[src/rtl/sap1_prog_loader.sv]
// SAP-1 program loader: strobed byte stream into RAM, holds then resets the core.
// Define LOADER_CHECKSUM_EN to add the o_checksum session-sum output.
module sap1_prog_loader #(
  parameter int ADDR_W      = 4,
  parameter int DATA_W      = 8,
  parameter int SYNC_STAGES = 2
) (
  input  logic              i_clk,
  input  logic              i_rst,
  input  logic              i_load_en,
  input  logic              i_strobe,
  input  logic [DATA_W-1:0] i_data_in,
  output logic              o_mem_we,
  output logic [ADDR_W-1:0] o_mem_addr,
  output logic [DATA_W-1:0] o_mem_wdata,
  output logic              o_cpu_hold,
  output logic              o_cpu_rst,
  output logic              o_load_done
`ifdef LOADER_CHECKSUM_EN
  ,
  output logic [DATA_W-1:0] o_checksum
`endif
);

  typedef enum logic [2:0] {
    RUN,
    ARM,
    WRITE,
    DRAIN,
    RELEASE
  } state_t;

  state_t r_state;

  logic [SYNC_STAGES-1:0] r_ld_sync;
  logic [SYNC_STAGES-1:0] r_st_sync;
  logic                   r_st_d;
  logic                   r_edge;
  logic [ADDR_W-1:0]      r_cnt;

  logic w_ld;
  logic w_st;

  assign w_ld = r_ld_sync[SYNC_STAGES-1];
  assign w_st = r_st_sync[SYNC_STAGES-1];

  // Edge pulse is registered so every output stays a flop output.
  always_ff @(posedge i_clk or posedge i_rst) begin
    if (i_rst) begin
      r_ld_sync <= '0;
      r_st_sync <= '0;
      r_st_d    <= 1'b0;
      r_edge    <= 1'b0;
    end else begin
      r_ld_sync <= {r_ld_sync[SYNC_STAGES-2:0], i_load_en};
      r_st_sync <= {r_st_sync[SYNC_STAGES-2:0], i_strobe};
      r_st_d    <= w_st;
      r_edge    <= w_st & ~r_st_d;
    end
  end

  always_ff @(posedge i_clk or posedge i_rst) begin
    if (i_rst) begin
      r_state     <= RUN;
      r_cnt       <= '0;
      o_mem_we    <= 1'b0;
      o_mem_addr  <= '0;
      o_mem_wdata <= '0;
      o_cpu_hold  <= 1'b0;
      o_cpu_rst   <= 1'b0;
      o_load_done <= 1'b0;
`ifdef LOADER_CHECKSUM_EN
      o_checksum  <= '0;
`endif
    end else begin
      unique case (r_state)
        RUN: begin
          o_cpu_hold <= 1'b0;
          o_cpu_rst  <= 1'b0;
          if (w_ld) begin
            r_state     <= ARM;
            r_cnt       <= '0;
            o_load_done <= 1'b0;
            o_cpu_hold  <= 1'b1;
`ifdef LOADER_CHECKSUM_EN
            o_checksum  <= '0;
`endif
          end
        end
        ARM: begin
          // A dropped LOAD_EN beats a same-cycle strobe edge.
          if (!w_ld) begin
            r_state   <= RELEASE;
            o_cpu_rst <= 1'b1;
          end else if (r_edge) begin
            r_state     <= WRITE;
            o_mem_we    <= 1'b1;
            o_mem_addr  <= r_cnt;
            o_mem_wdata <= i_data_in;
          end
        end
        WRITE: begin
          o_mem_we <= 1'b0;
          r_cnt    <= r_cnt + 1'b1;
`ifdef LOADER_CHECKSUM_EN
          o_checksum <= o_checksum + o_mem_wdata;
`endif
          r_state  <= (r_cnt == '1) ? DRAIN : ARM;
        end
        DRAIN: begin
          if (!w_ld) begin
            r_state   <= RELEASE;
            o_cpu_rst <= 1'b1;
          end
        end
        RELEASE: begin
          o_cpu_rst   <= 1'b0;
          o_cpu_hold  <= 1'b0;
          o_load_done <= 1'b1;
          r_state     <= RUN;
        end
        default: r_state <= RUN;
      endcase
    end
  end

endmodule

[config.mk]
export PLATFORM = sky130hd
export DESIGN_NAME = sap1_prog_loader
export DESIGN_NICKNAME = d
export VERILOG_FILES = /design/src/rtl/sap1_prog_loader.sv
export SDC_FILE = /design/constraint.sdc
export NUM_CORES = 1
export LEC_CHECK = 0
export CAP_MARGIN = 20
export CORE_MARGIN = 1.5
export CORE_UTILIZATION = 48
export DETAILED_ROUTE_END_ITERATION = 16
export GPL_TIMING_DRIVEN = 1
export PLACE_DENSITY = 0.78
export SLEW_MARGIN = 30
export SYNTH_ARGS = -nofsm -noshare
export SYNTH_HDL_FRONTEND = slang
export SYNTH_SLANG_ARGS = --single-unit
[constraint.sdc]
create_clock -name i_clk -period 2.2 [get_ports i_clk]
set_clock_uncertainty 0.15 [all_clocks]
set_input_delay 0.22 -clock i_clk [delete_from_list [all_inputs] [get_ports i_clk]]
set_output_delay 0.22 -clock i_clk [all_outputs]
set_load 0.01 [all_outputs]
==> results.json <==
{
  "clockBufferDepth": 2,
  "crit_start": "r_state[0]$_DFFE_PP0P_",
  "ys_warn_count": 0,
  "rr_startpoint": "r_state[0]$_DFFE_PP0P_",
  "setup_tns_ns": 0,
  "grt_usage": 0.167,
  "max_stage_delay_ns": 0.55,
  "fmax_ghz": 0.575,
  "ant_nets": 0,
  "setup_ws_ns": 0.462,
  "via_count": 728,
  "root_buffer": "clkbuf_4",
  "ys_seq_area_frac": 0.616,
  "cts_setup_buffers": 0,
  "rsz0062_at_grt": "false",
  "port_buffers": 27,
  "reg2reg_depth": 3,
  "finalSetupViolations": 0,
  "crit_fanout": 12,
  "drt-pass1-iter-count": 4,
  "ir_worst_vdd_v": 0.000568,
  "most-common-layout-cells": "29 x dfrtp_1, 27 x clkdlybuf4s50_1, 10 x mux2_4",
  "path_class": "reg2reg",
  "routedWlPerCell_um": 13.9,
  "slew_headroom": 0.736,
  "cts_hold_buf": 0,
  "worst_slew_pin_slew_ns": 0.395,
  "drcViolationCount": 0,
  "viasPerCell": 5.09,
  "p_per_area_nw_per_um2": 862,
  "core.rowCount": 17,
  "initial_core_util": 0.523,
  "period_share": 0.790,
  "die-width_um": 52.6,
  "htreeDepth": 2,
  "min_path_type": "in2async",
  "start_kind": "register",
  "gp_congestion": 0.721,
  "dp_slack_ns": 0.477,
  "core_area_sq_um": 2250,
  "crit_slowest_cell": "dfrtp_1",
  "final.min_clock_period_ns": 1.74,
  "drv_slew": 0,
  "drive_gt1_frac": 0.165,
  "synth_fp_nets": 97,
  "drt_wl_total_um": 1990,
  "initialDrtViolationCount": 18,
  "crit_path_cell_trace": "and4bb_1 > nand2_2 > mux2_1",
  "required_ns": 2.26,
  "tritoncts": "yes",
  "hold_violations": 0,
  "grt_max_degree": 30,
  "hpwlAfterDp_um": 1380,
  "grt_antenna_before_repair": 0,
  "cts_resized": 0,
  "cts.clk_slew.worst_paths_ns": 0.09,
  "cts_buffers": 5,
  "yosys.cell_types.count": 30,
  "postSynthAreaPerCell_sq_um": 14.0,
  "final_nets": 128,
  "grt_pass1_vias": 664,
  "netlist_area_sq_um": 1180,
  "outcome": "finished, final reports clean",
  "async_reset_ff_frac": 1.00,
  "end_kind": "register",
  "leakage_nw": 0.723,
  "grt_overflow_total": 0,
  "clock-sinks": 29,
  "synth-seq-cells": 29,
  "diodes": 0,
  "synth_edf_count": 0,
  "arrival_ns": 1.80,
  "clkLatencyLatePin_ns": 0.32,
  "cap_violations": 0,
  "grt_pass1_wl_um": 3040,
  "areaGrowthSynthToFinish_pct": 28.7,
  "io_pins": 28,
  "synth_flop_cell": "dfrtp_1",
  "die_area_sq_um": 2760,
  "die_h_um": 52.6,
  "final_common_cell": "dfrtp_1",
  "synthCells": 84
}
## worst paths after layout
path / slack [ns] / end
hold reg to reg: 0.20 / r_st_sync[1]$_DFF_PP0_
setup / recovery: 0.46 / o_mem_wdata[3]$_DFFE_PP0P_
hold / removal: 0.10 / r_st_sync[1]$_DFF_PP0_
max in group asynchronous: 1.53 / o_mem_we$_DFFE_PP0P_
min in group i_clk: 0.19 / r_ld_sync[0]$_DFF_PP0_
setup reg to reg: 0.46 / o_mem_wdata[3]$_DFFE_PP0P_
## power by group
group          leakage (nW)  internal (mW)  total [mW]  switching (mW)
Clock                0.0314          0.151       0.319           0.169
Combinational         0.327          0.213       0.323           0.109
Sequential            0.365          0.612       0.665          0.0529
Total                 0.723          0.976        1.31           0.331
## routing by layer
layer | share of wire | GRT usage | up-vias
li1 | - | - | 358
met1 | 0.46 | 0.208 | 351
met2 | 0.48 | 0.233 | 14
met3 | 0.044 | 0.0857 | 5
met4 | 0.015 | 0.0897 | 0
met5 | 0 | 0 | -
## final cells by class
cell class | count | area, sq um
clock buffers | 7 | 55.1
fillers | 174 | 738
inverters | 4 | 15.0
multi-input cells | 46 | 400
flip-flops and latches | 29 | 726
well taps | 28 | 35.0
repair buffers | 29 | 285
## registers in the layout, indices dropped and copies added, names as in the netlist
register	flops
r_ld_sync	2
r_st_sync	2
r_cnt	4
r_state	3
o_load_done	1
o_mem_wdata	8
o_cpu_rst	1
o_mem_addr	4
o_cpu_hold	1
r_st_d	1
o_mem_we	1
r_edge	1
## through the flow
step           total power, mW  instance area, sq um  std cells  utilization  hold WS [ns]
3_5_place_dp              1.00                  1460        136        0.648         0.196
6_report                  1.31                  1520        143        0.673         0.104
4_1_cts                   1.33                  1520        143        0.673         0.112
5_1_grt                   1.38                  1520        143        0.673         0.136
3_3_place_gp             0.993                  1460        136        0.648         0.182
2_1_floorplan            0.824                  1180         84            -         0.101
## critical path, delay by kind of cell, from the launching register on
| family | cells | cell delay (ns) |
|---|---|---|
| flip-flops | 1 | 0.55 |
| multiplexers | 1 | 0.39 |
| AND/OR/NAND/NOR | 2 | 0.53 |
## cells in the mapped netlist, types with 2 or more instances
cell	number	area, sq um
clkbuf_1	2	7.51
mux2_4	10	150
buf_6	2	22.5
a22o_1	2	17.5
mux2_1	2	22.5
nor2_1	4	15.0
o21ai_1	5	25.0
inv_1	4	15.0
nor2b_1	2	12.5
a21oi_1	3	15.0
dfrtp_1	29	726
## logic make-up (layout without fill, tap and decap cells)
group	after synthesis	after routing	synth area share
AO/OA/AOI/OAI	17	17	0.0955
buffers and inverters	9	40	0.0446
multiplexers	12	12	0.146
AND/OR/NAND/NOR	16	16	0.0871
adder cells (fa/ha/maj)	1	1	0.0106
flip-flops	29	29	0.616
No activity file was read; power rests on OpenSTA's default activity.
